**src/rtl/i2c_master_byte_pkg.sv**
```systemverilog
// Shared types and constants for the single-byte I2C master: state and phase encodings,
// and the SCL/SDA line decode for each state/phase.
package i2c_master_byte_pkg;

  localparam int unsigned ADDR_W  = 7;
  localparam int unsigned DATA_W  = 8;
  localparam int unsigned PHASE_W = 2;
  localparam int unsigned BIT_W   = 3;

  localparam logic [PHASE_W-1:0] P0 = 2'd0;
  localparam logic [PHASE_W-1:0] P1 = 2'd1;
  localparam logic [PHASE_W-1:0] P2 = 2'd2;
  localparam logic [PHASE_W-1:0] P3 = 2'd3;

  typedef enum logic [3:0] {
    ST_IDLE, ST_START, ST_ADDR, ST_ADDR_ACK, ST_WRITE,
    ST_WRITE_ACK, ST_READ, ST_READ_ACK, ST_STOP
  } state_e;

  typedef struct packed {
    logic scl;
    logic sda_oe;
  } lines_t;

  // SCL is high in P1/P2 of every bit; only START/STOP move SDA while SCL is high.
  function automatic lines_t bus_lines(input state_e st, input logic [PHASE_W-1:0] ph,
                                       input logic tx_bit);
    lines_t l;
    l.scl    = (ph == P1) || (ph == P2);
    l.sda_oe = 1'b0;
    case (st)
      ST_IDLE:  l.scl = 1'b1;
      ST_START: begin
        l.scl    = (ph != P3);
        l.sda_oe = (ph == P2) || (ph == P3);
      end
      ST_ADDR, ST_WRITE: l.sda_oe = ~tx_bit;
      ST_STOP: begin
        l.scl    = (ph != P0);
        l.sda_oe = (ph != P3);
      end
      default: ;
    endcase
    return l;
  endfunction

endpackage

```
**src/rtl/i2c_master_byte_if.sv**
```systemverilog
// Request/response and bus-line bundle between user logic and the I2C byte master.
interface i2c_master_byte_if;
  import i2c_master_byte_pkg::*;

  logic              start;
  logic [ADDR_W-1:0] addr;
  logic              rw;
  logic [DATA_W-1:0] wdata;
  logic              sda_in;
  logic              scl;
  logic              sda_oe;
  logic              busy;
  logic              done;
  logic [DATA_W-1:0] rdata;
  logic              ack_err;

  modport master (input start, addr, rw, wdata, sda_in,
                  output scl, sda_oe, busy, done, rdata, ack_err);
  modport slave  (output start, addr, rw, wdata, sda_in,
                  input scl, sda_oe, busy, done, rdata, ack_err);
endinterface

```
**src/rtl/i2c_master_byte.sv**
```systemverilog
// Single-byte I2C master: START, address+R/W, ACK, one data byte, ACK/NACK, STOP.
// Four i2c_clk cycles per bus bit; outputs are registered from the next state/phase.
module i2c_master_byte
  import i2c_master_byte_pkg::*;
(
  input  logic i2c_clk,
  input  logic rst,
  i2c_master_byte_if.master bus
);

  state_e              state_q,   state_d;
  logic [PHASE_W-1:0]  phase_q,   phase_d;
  logic [BIT_W-1:0]    bit_q,     bit_d;
  logic [DATA_W-1:0]   shreg_q,   shreg_d;
  logic [DATA_W-1:0]   wdata_q,   wdata_d;
  logic                rw_q,      rw_d;
  logic                nack_q,    nack_d;
  logic                scl_q,     scl_d;
  logic                sda_oe_q,  sda_oe_d;
  logic                busy_q,    busy_d;
  logic                done_q,    done_d;
  logic [DATA_W-1:0]   rdata_q,   rdata_d;
  logic                ack_err_q, ack_err_d;
  logic                last_c;
  lines_t              lines_c;

  always_comb begin
    state_d   = state_q;
    phase_d   = phase_q + 2'd1;
    bit_d     = bit_q;
    shreg_d   = shreg_q;
    wdata_d   = wdata_q;
    rw_d      = rw_q;
    nack_d    = nack_q;
    busy_d    = busy_q;
    done_d    = 1'b0;
    rdata_d   = rdata_q;
    ack_err_d = ack_err_q;
    last_c    = (phase_q == P3);

    case (state_q)
      ST_IDLE: begin
        phase_d = P0;
        if (bus.start) begin
          state_d   = ST_START;
          shreg_d   = {bus.addr, bus.rw};
          rw_d      = bus.rw;
          wdata_d   = bus.wdata;
          rdata_d   = '0;
          ack_err_d = 1'b0;
          nack_d    = 1'b0;
          busy_d    = 1'b1;
        end
      end
      ST_START: if (last_c) begin
        state_d = ST_ADDR;
        bit_d   = 3'd7;
      end
      ST_ADDR, ST_WRITE: if (last_c) begin
        shreg_d = {shreg_q[DATA_W-2:0], 1'b0};
        if (bit_q == 3'd0) state_d = (state_q == ST_ADDR) ? ST_ADDR_ACK : ST_WRITE_ACK;
        else               bit_d   = bit_q - 3'd1;
      end
      ST_ADDR_ACK: begin
        if (phase_q == P2) nack_d = bus.sda_in;
        if (last_c) begin
          bit_d = 3'd7;
          if (nack_q)    state_d = ST_STOP;
          else if (rw_q) state_d = ST_READ;
          else begin
            state_d = ST_WRITE;
            shreg_d = wdata_q;
          end
        end
      end
      ST_WRITE_ACK: begin
        if (phase_q == P2) nack_d = bus.sda_in;
        if (last_c) state_d = ST_STOP;
      end
      ST_READ: begin
        if (phase_q == P2) shreg_d = {shreg_q[DATA_W-2:0], bus.sda_in};
        if (last_c) begin
          if (bit_q == 3'd0) begin
            state_d = ST_READ_ACK;
            rdata_d = shreg_q;
          end else begin
            bit_d = bit_q - 3'd1;
          end
        end
      end
      ST_READ_ACK: if (last_c) state_d = ST_STOP;
      ST_STOP: if (last_c) begin
        state_d   = ST_IDLE;
        busy_d    = 1'b0;
        done_d    = 1'b1;
        ack_err_d = nack_q;
      end
      default: state_d = ST_IDLE;
    endcase

    // Lines follow the state/phase being entered so they stay aligned with it.
    lines_c  = bus_lines(state_d, phase_d, shreg_d[DATA_W-1]);
    scl_d    = lines_c.scl;
    sda_oe_d = lines_c.sda_oe;
  end

  always_ff @(posedge i2c_clk) begin
    if (rst) begin
      state_q   <= ST_IDLE;
      phase_q   <= P0;
      bit_q     <= '0;
      shreg_q   <= '0;
      wdata_q   <= '0;
      rw_q      <= 1'b0;
      nack_q    <= 1'b0;
      scl_q     <= 1'b1;
      sda_oe_q  <= 1'b0;
      busy_q    <= 1'b0;
      done_q    <= 1'b0;
      rdata_q   <= '0;
      ack_err_q <= 1'b0;
    end else begin
      state_q   <= state_d;
      phase_q   <= phase_d;
      bit_q     <= bit_d;
      shreg_q   <= shreg_d;
      wdata_q   <= wdata_d;
      rw_q      <= rw_d;
      nack_q    <= nack_d;
      scl_q     <= scl_d;
      sda_oe_q  <= sda_oe_d;
      busy_q    <= busy_d;
      done_q    <= done_d;
      rdata_q   <= rdata_d;
      ack_err_q <= ack_err_d;
    end
  end

  assign bus.scl     = scl_q;
  assign bus.sda_oe  = sda_oe_q;
  assign bus.busy    = busy_q;
  assign bus.done    = done_q;
  assign bus.rdata   = rdata_q;
  assign bus.ack_err = ack_err_q;

endmodule

```
**src/flat_wrapper.sv**
```systemverilog
// flat-port wrapper written by rule: the top's interface ports become plain ports
module i2c_master_byte_flat import i2c_master_byte_pkg::*;
  (i2c_clk, rst, bus_start, bus_addr, bus_rw, bus_wdata, bus_sda_in, bus_scl, bus_sda_oe, bus_busy, bus_done, bus_rdata, bus_ack_err);
  i2c_master_byte_if bus_i ();
  input  logic i2c_clk;
  input  logic rst;
  input wire logic [$bits(bus_i.start)-1:0] bus_start;
  input wire logic [$bits(bus_i.addr)-1:0] bus_addr;
  input wire logic [$bits(bus_i.rw)-1:0] bus_rw;
  input wire logic [$bits(bus_i.wdata)-1:0] bus_wdata;
  input wire logic [$bits(bus_i.sda_in)-1:0] bus_sda_in;
  output wire logic [$bits(bus_i.scl)-1:0] bus_scl;
  output wire logic [$bits(bus_i.sda_oe)-1:0] bus_sda_oe;
  output wire logic [$bits(bus_i.busy)-1:0] bus_busy;
  output wire logic [$bits(bus_i.done)-1:0] bus_done;
  output wire logic [$bits(bus_i.rdata)-1:0] bus_rdata;
  output wire logic [$bits(bus_i.ack_err)-1:0] bus_ack_err;
  assign bus_i.start = bus_start;
  assign bus_i.addr = bus_addr;
  assign bus_i.rw = bus_rw;
  assign bus_i.wdata = bus_wdata;
  assign bus_i.sda_in = bus_sda_in;
  assign bus_scl = bus_i.scl;
  assign bus_sda_oe = bus_i.sda_oe;
  assign bus_busy = bus_i.busy;
  assign bus_done = bus_i.done;
  assign bus_rdata = bus_i.rdata;
  assign bus_ack_err = bus_i.ack_err;
  i2c_master_byte u_core (.i2c_clk(i2c_clk), .rst(rst), .bus(bus_i));
endmodule
```
**config.mk**
```make
export PLATFORM = sky130hd
export DESIGN_NAME = i2c_master_byte_flat
export DESIGN_NICKNAME = d
export VERILOG_FILES = /design/src/rtl/i2c_master_byte_pkg.sv /design/src/rtl/i2c_master_byte_if.sv /design/src/rtl/i2c_master_byte.sv /design/src/flat_wrapper.sv
export SDC_FILE = /design/constraint.sdc
export NUM_CORES = 1
export LEC_CHECK = 0
export CAP_MARGIN = 20
export CORE_ASPECT_RATIO = 0.75
export CORE_UTILIZATION = 52
export CTS_CLUSTER_SIZE = 20
export DETAILED_ROUTE_END_ITERATION = 7
export PLACE_DENSITY_LB_ADDON = 0.2
export SKIP_CTS_REPAIR_TIMING = 1
export SLEW_MARGIN = 25
export SYNTH_ARGS = -nofsm -noshare
export SYNTH_HDL_FRONTEND = slang
export SYNTH_SLANG_ARGS = --single-unit
```
**constraint.sdc**
```tcl
create_clock -name i2c_clk -period 1.9 [get_ports i2c_clk]
set_clock_uncertainty 0.1 [all_clocks]
set_input_delay 0.285 -clock i2c_clk [delete_from_list [all_inputs] [get_ports i2c_clk]]
set_output_delay 0.285 -clock i2c_clk [all_outputs]
set_load 0.03 [all_outputs]
```
* After elaboration in Yosys (flattened, before gate mapping)
Index checks and enable logic that the tools add are counted.
** Storage, ports and cells
- Register bits :: 40
- Bits of input ports :: 20
- Output and inout bits :: 13
** Operators by class
- Add/subtract/negate cells :: 2
- Eq/ne operators :: 31
- Mux-type cells :: 40
- Bitwise gates (word level) :: 2
- Reductions and logical operators :: 24
** Operator list (number)
- $mux W8 :: 9
- $mux W4 :: 10
- $pmux W8 S4 :: 1
- $pmux W4 S7 :: 1
- $eq A4 B3 Y1 const B :: 5
- $ne A2 B1 Y1 const B :: 9
- $pmux W8 S2 :: 1
- $eq A4 B2 Y1 const B :: 3
- $mux W3 :: 4
- $reduce_or A2 Y1 :: 6
- $ne A2 B2 Y1 const B :: 5
- $reduce_bool A2 Y1 :: 5
- $eq A2 B2 Y1 const B :: 4
- $eq A4 B1 Y1 const B :: 2
- $eq A4 B4 Y1 const B :: 2
- $logic_not A4 Y1 :: 2
- $reduce_and A4 Y1 :: 2
- $reduce_and A7 Y1 :: 1
- $mux W1 :: 6
- $pmux W1 S2 :: 3
- $pmux W1 S3 :: 2
- $pmux W3 S2 :: 1
- $reduce_and A3 Y1 :: 2
- $mux W2 :: 2
- other kinds (9) :: 11

* Longest topological paths before layout
- Depth in word-level cells :: 8
- Mapped depth :: 8
- Gate-level depth less buffers :: 8

* Least setup slack after synthesis
Ideal clock, no wire load.
- Path type :: register -> register
- From :: register u_core.phase_q[0]
- To :: register u_core.sda_oe_q, in the netlist u_core.bus.sda_oe
- Library setup time :: 60 ps
- Data arrival time :: 1605 ps
- Slack :: 135 ps
- Cell stages (with the launch flop) :: 8
- Buffers on the path :: 1
- Cells stage by stage :: dfxtp_1 > ha_1 > buf_2 > nand3b_1 > o32ai_1 > o21ai_0 > a221oi_1 > a41o_1
** Between the ends
- Word-level cells in the longest chain between the ends :: 6
- Elaborated cells on any way between the ends :: 26
- Classes of those cells :: add/sub (1); eq/ne (9); mux (13); bitwise (1); reduce/logical (2)
** Ends and longest elaborated chain
- from (decl) :: line i2c_master_byte.sv:12 : logic [PHASE_W-1:0] phase_q, phase_d;
- from (signal assigned) :: line i2c_master_byte.sv:124 : phase_q <= phase_d;
- $eq A2 B2 Y1 * :: line i2c_master_byte.sv:39 : last_c = (phase_q == P3);
- via u_core.last_c :: line i2c_master_byte.sv:24 : logic last_c;
- $mux W4, or another cell as far along :: line i2c_master_byte.sv:92 : ST_STOP: if (last_c) begin
- $pmux W4 S7 :: line i2c_master_byte.sv:41 : case (state_q)
- $eq A4 B2 Y1 / $eq A4 B3 Y1 (equally long branches) :: line i2c_master_byte_pkg.sv:31 : case (st)
- $reduce_or A2 Y1 :: line i2c_master_byte_pkg.sv:31
- $pmux W1 S3 * :: line i2c_master_byte_pkg.sv:31
- to (signal assigned) :: line i2c_master_byte.sv:131 : sda_oe_q <= sda_oe_d;
- to (decl) :: line i2c_master_byte.sv:19 : logic sda_oe_q, sda_oe_d;
Mark *: on every way through the listed nets, which the timed path passes. The rest lies on a longest branch. The select of a mux whose other input is x is not followed.
A chain may end at the register's enable or synchronous reset.

* Worst setup path after layout
- From :: register u_core.phase_q[0]
- To :: register u_core.shreg_q[4]
** Between the ends
- Word-level cells in the longest chain between the ends :: 3
- Elaborated cells on any way between the ends :: 6
- Classes of those cells :: eq/ne (5); reduce/logical (1)
** Ends and longest elaborated chain
- $eq A2 B2 Y1 (on tied branches) :: line i2c_master_byte.sv:81, i2c_master_byte.sv:39
- $ne A2 B1 Y1 (no line)
- $reduce_and A7 Y1 (no line) *
- to (signal assigned) :: line i2c_master_byte.sv:126 : shreg_q <= shreg_d;
- to (decl) :: line i2c_master_byte.sv:14 : logic [DATA_W-1:0] shreg_q, shreg_d;
Every way passes the cells marked *; elsewhere a longest branch is shown, timed or not.

==> impl_metrics.py <==
metrics = {
    "setup_path": {
        "cp-endpoint": "u_core.shreg_q[4]",
        "rr_worst_depth": 7,
        "required_ps": 1980,
        "critPathArrivalTime_ps": 1930,
        "reg2reg_to": "u_core.shreg_q[4]",
        "worstPathMaxFanout": 7,
        "reg2reg_slack_ps": 50,
        "end_kind": "flop",
        "reg2reg_from": "u_core.phase_q[0]",
        "crit_type": "reg -> reg",
        "critPathLaunch": "u_core.phase_q[0]",
        "start_kind": "flop",
    },
    "sta": {
        "setup_viol": 0,
        "finalSetupTns_ps": 0,
        "relSlewSlack": 0.778,
        "finalHoldViolations": 0,
        "fmax_ghz": 0.539,
        "grt_setup_unrepaired": "yes",
        "setup_ws_ps": 45.9,
        "final.period_utilization": 0.976,
        "fin_crit_ps": 1850,
        "worstMarginPinSlew_ps": 333,
        "report.final.slew_viol_count": 0,
        "fin_hold_ws_ps": 352,
    },
    "final_layout": {
        "utilization": 0.802,
        "fill_cells": 231,
        "syn_to_final_growth_pct": 41.9,
        "fin_cells": 346,
        "finalNetCount": 321,
        "drive_gt1_frac": 0.270,
        "n_antenna_cell": 0,
        "final_area_sq_mm": 0.00273,
    },
    "synth": {
        "yosys.area.top_type": "dfxtp_1",
        "async_reset_ff_frac": 0,
        "ys_warn_count": 0,
        "netlist_instances": 228,
        "synth.avg_cell_area_sq_um": 8.43,
        "synth_top_cell_area_share": 0.416,
        "seq_area_frac_synth": 0.416,
        "syn_nets": 254,
        "synth_edf_count": 0,
        "synth_area_leaders": "dfxtp_1 42%, a21oi_1 8.1%, nand2_1 7.6%, ha_1 3.9%, a222oi_1 3.1%",
        "syn_area_sq_mm": 0.00192,
        "yosysUniqueCellTypes": 52,
        "synth-seq-cells": 40,
        "synth_ff_type": "dfxtp_1",
    },
    "global_route": {
        "grt_max_degree": 24,
        "grtUsageTotal": 0.267,
        "grt_overflow": 0,
        "grt_pass1_wl_um": 7800,
        "antenna_found_initial": 0,
        "grt_pass1_vias": 1667,
    },
    "place": {
        "dpl.hpwl_um": 3630,
        "dp_cells": 332,
        "pre_cts_ws_ps": -42.6,
        "routabilityCongestion": 0.892,
        "dpl_cell_area_sq_mm": 0.00250,
        "io_buffer_count": 32,
    },
    "clock_network": {
        "clockBufferDepth": 2,
        "cts_tree": "yes",
        "root_buffer": "clkbuf_8",
        "ctsHtreeMaxLevel": 2,
        "clk_pin_slew_ps": 80,
        "clk_latency_ps": 300,
        "cts-buffers-inserted": 5,
        "clock-sinks": 40,
    },
    "die": {
        "die_h_um": 54.7,
        "core_sq_mm": 0.00340,
        "initial_utilization": 0.565,
        "pin_count": 33,
        "num_rows": 18,
        "die_x_um": 72.2,
        "dieArea_sq_mm": 0.00395,
    },
    "drt": {
        "drt-total-wl_um": 5170,
        "dr.pass1.iters": 5,
        "wl_per_cell_um": 14.9,
        "ant_nets": 0,
        "vias": 1942,
        "drc": 0,
        "drt_iter0_drc": 143,
        "via_per_inst": 5.61,
    },
    "power_and_ir_drop": {
        "netSwitchingFraction": 0.246,
        "max-vdd-ir-drop_mv": 0.507,
        "seqPwrFrac": 0.491,
        "cellPowerDensity_mw_per_mm2": 668,
        "p_comb_frac": 0.128,
        "p_switching_mw": 0.447,
        "power_mw": 1.82,
        "clkPwrFrac": 0.381,
        "p_int_mw": 1.38,
        "leakage_nw": 1.04,
    },
    "hold_path": {
        "hold_path_class": "reg -> reg",
    },
    "status": {
        "status": "completed",
    },
    "run": {
        "cap_violations": 0,
    },
}
[cell usage in the layout (no fill, tap or decap), types with 2 or more instances in the layout]
master,netlist,routed
a211o_1,2,2
a21oi_1,31,29
a21oi_2,0,2
a221oi_2,1,2
a222oi_1,6,6
a311oi_1,2,2
buf_4,3,41
clkbuf_8,0,5
clkdlybuf4s50_1,0,32
dfxtp_1,40,33
dfxtp_2,0,6
ha_1,6,3
ha_2,0,2
inv_1,6,4
inv_2,0,2
nand2_1,39,39
nand2b_1,6,6
nand3_1,12,12
nand3b_1,2,2
nor2_1,15,14
nor2_4,1,2
nor2b_1,4,3
nor3_1,3,3
o211ai_1,3,3
o21ai_0,4,4
or2_2,2,2
[power groups by stage]
stage / sequential [mW] / clock (mW) / combinational [mW]
floorplan: 0.906 / 0 / 0.111
global placement: 0.912 / 0 / 0.213
detailed placement: 0.913 / 0 / 0.217
CTS: 0.893 / 0.689 / 0.220
global route: 0.898 / 0.744 / 0.254
finish: 0.895 / 0.694 / 0.234
[registers in the layout, indices dropped and copies added, names as in the netlist, 2 cells and up]
register	flops
u_core.bus.rdata	8
u_core.shreg_q	8
u_core.wdata_q	8
u_core.state_q	4
u_core.bit_q	3
u_core.phase_q	2
[cells in the mapped netlist (all sizes together) (2+ instances only)]
master / count
buf: 7
nand2: 40
a311oi: 2
nor2: 17
nor4: 2
a21oi: 31
o21ai: 4
nand3b: 2
a222oi: 6
a211o: 2
o211ai: 3
clkbuf: 6
nand3: 12
dfxtp: 40
a221oi: 2
nor3: 3
inv: 6
nand2b: 6
nor2b: 4
a31oi: 2
and2: 2
ha: 6
or2: 4
[kinds of logic after synthesis]
kind of cell | count (synthesis) | synth area share
compound gates | 61 | 0.215
xor+xnor | 1 | 0.00456
fa+ha+maj | 6 | 0.0390
buf+inv | 19 | 0.0488
flops | 40 | 0.416
mux | 2 | 0.0111
simple gates | 99 | 0.265
[layout make-up]
type | count | area, sq um | share of cell area
Sequential cell | 40 | 812 | 0.298
Timing Repair Buffer | 73 | 628 | 0.230
Clock buffer | 6 | 72.6 | 0.0266
Inverter | 6 | 22.5 | 0.00825
Multi-Input combinational cell | 169 | 1100 | 0.402
Clock inverter | 2 | 35.0 | 0.0128
Tap cell | 50 | 62.6 | 0.0229
[layer usage]
| metal | vias up | track usage | part of all wire |
|---|---|---|---|
| met2 | 80 | 0.408 | 0.44 |
| met4 | 0 | 0.0654 | 0.017 |
| met3 | 13 | 0.0792 | 0.070 |
| met1 | 894 | 0.371 | 0.47 |
| li1 | 955 | - | - |
| met5 | - | 0 | 0 |
[critical path, cell delays in order, from the launching register on]
cell	delay, ps
dfxtp_2	380
inv_1	60
ha_2	190
mux2_4	260
a21oi_2	180
nor2_4	90
a222oi_1	370
a21oi_1	110
[worst min-delay path by stage]
stage                                    from                   to  cells after the start
after detailed placement  u_core.bus.rdata[7]  u_core.bus.rdata[7]                      2
after global placement    u_core.bus.rdata[3]  u_core.bus.rdata[3]                      2
final                     u_core.bus.rdata[7]  u_core.bus.rdata[7]                      2
after floorplan                  bus_wdata[0]    u_core.wdata_q[0]                      2
after global routing      u_core.bus.rdata[3]  u_core.bus.rdata[3]                      2
after CTS                 u_core.bus.rdata[7]  u_core.bus.rdata[7]                      2
No activity file was read; power rests on OpenSTA's default activity.
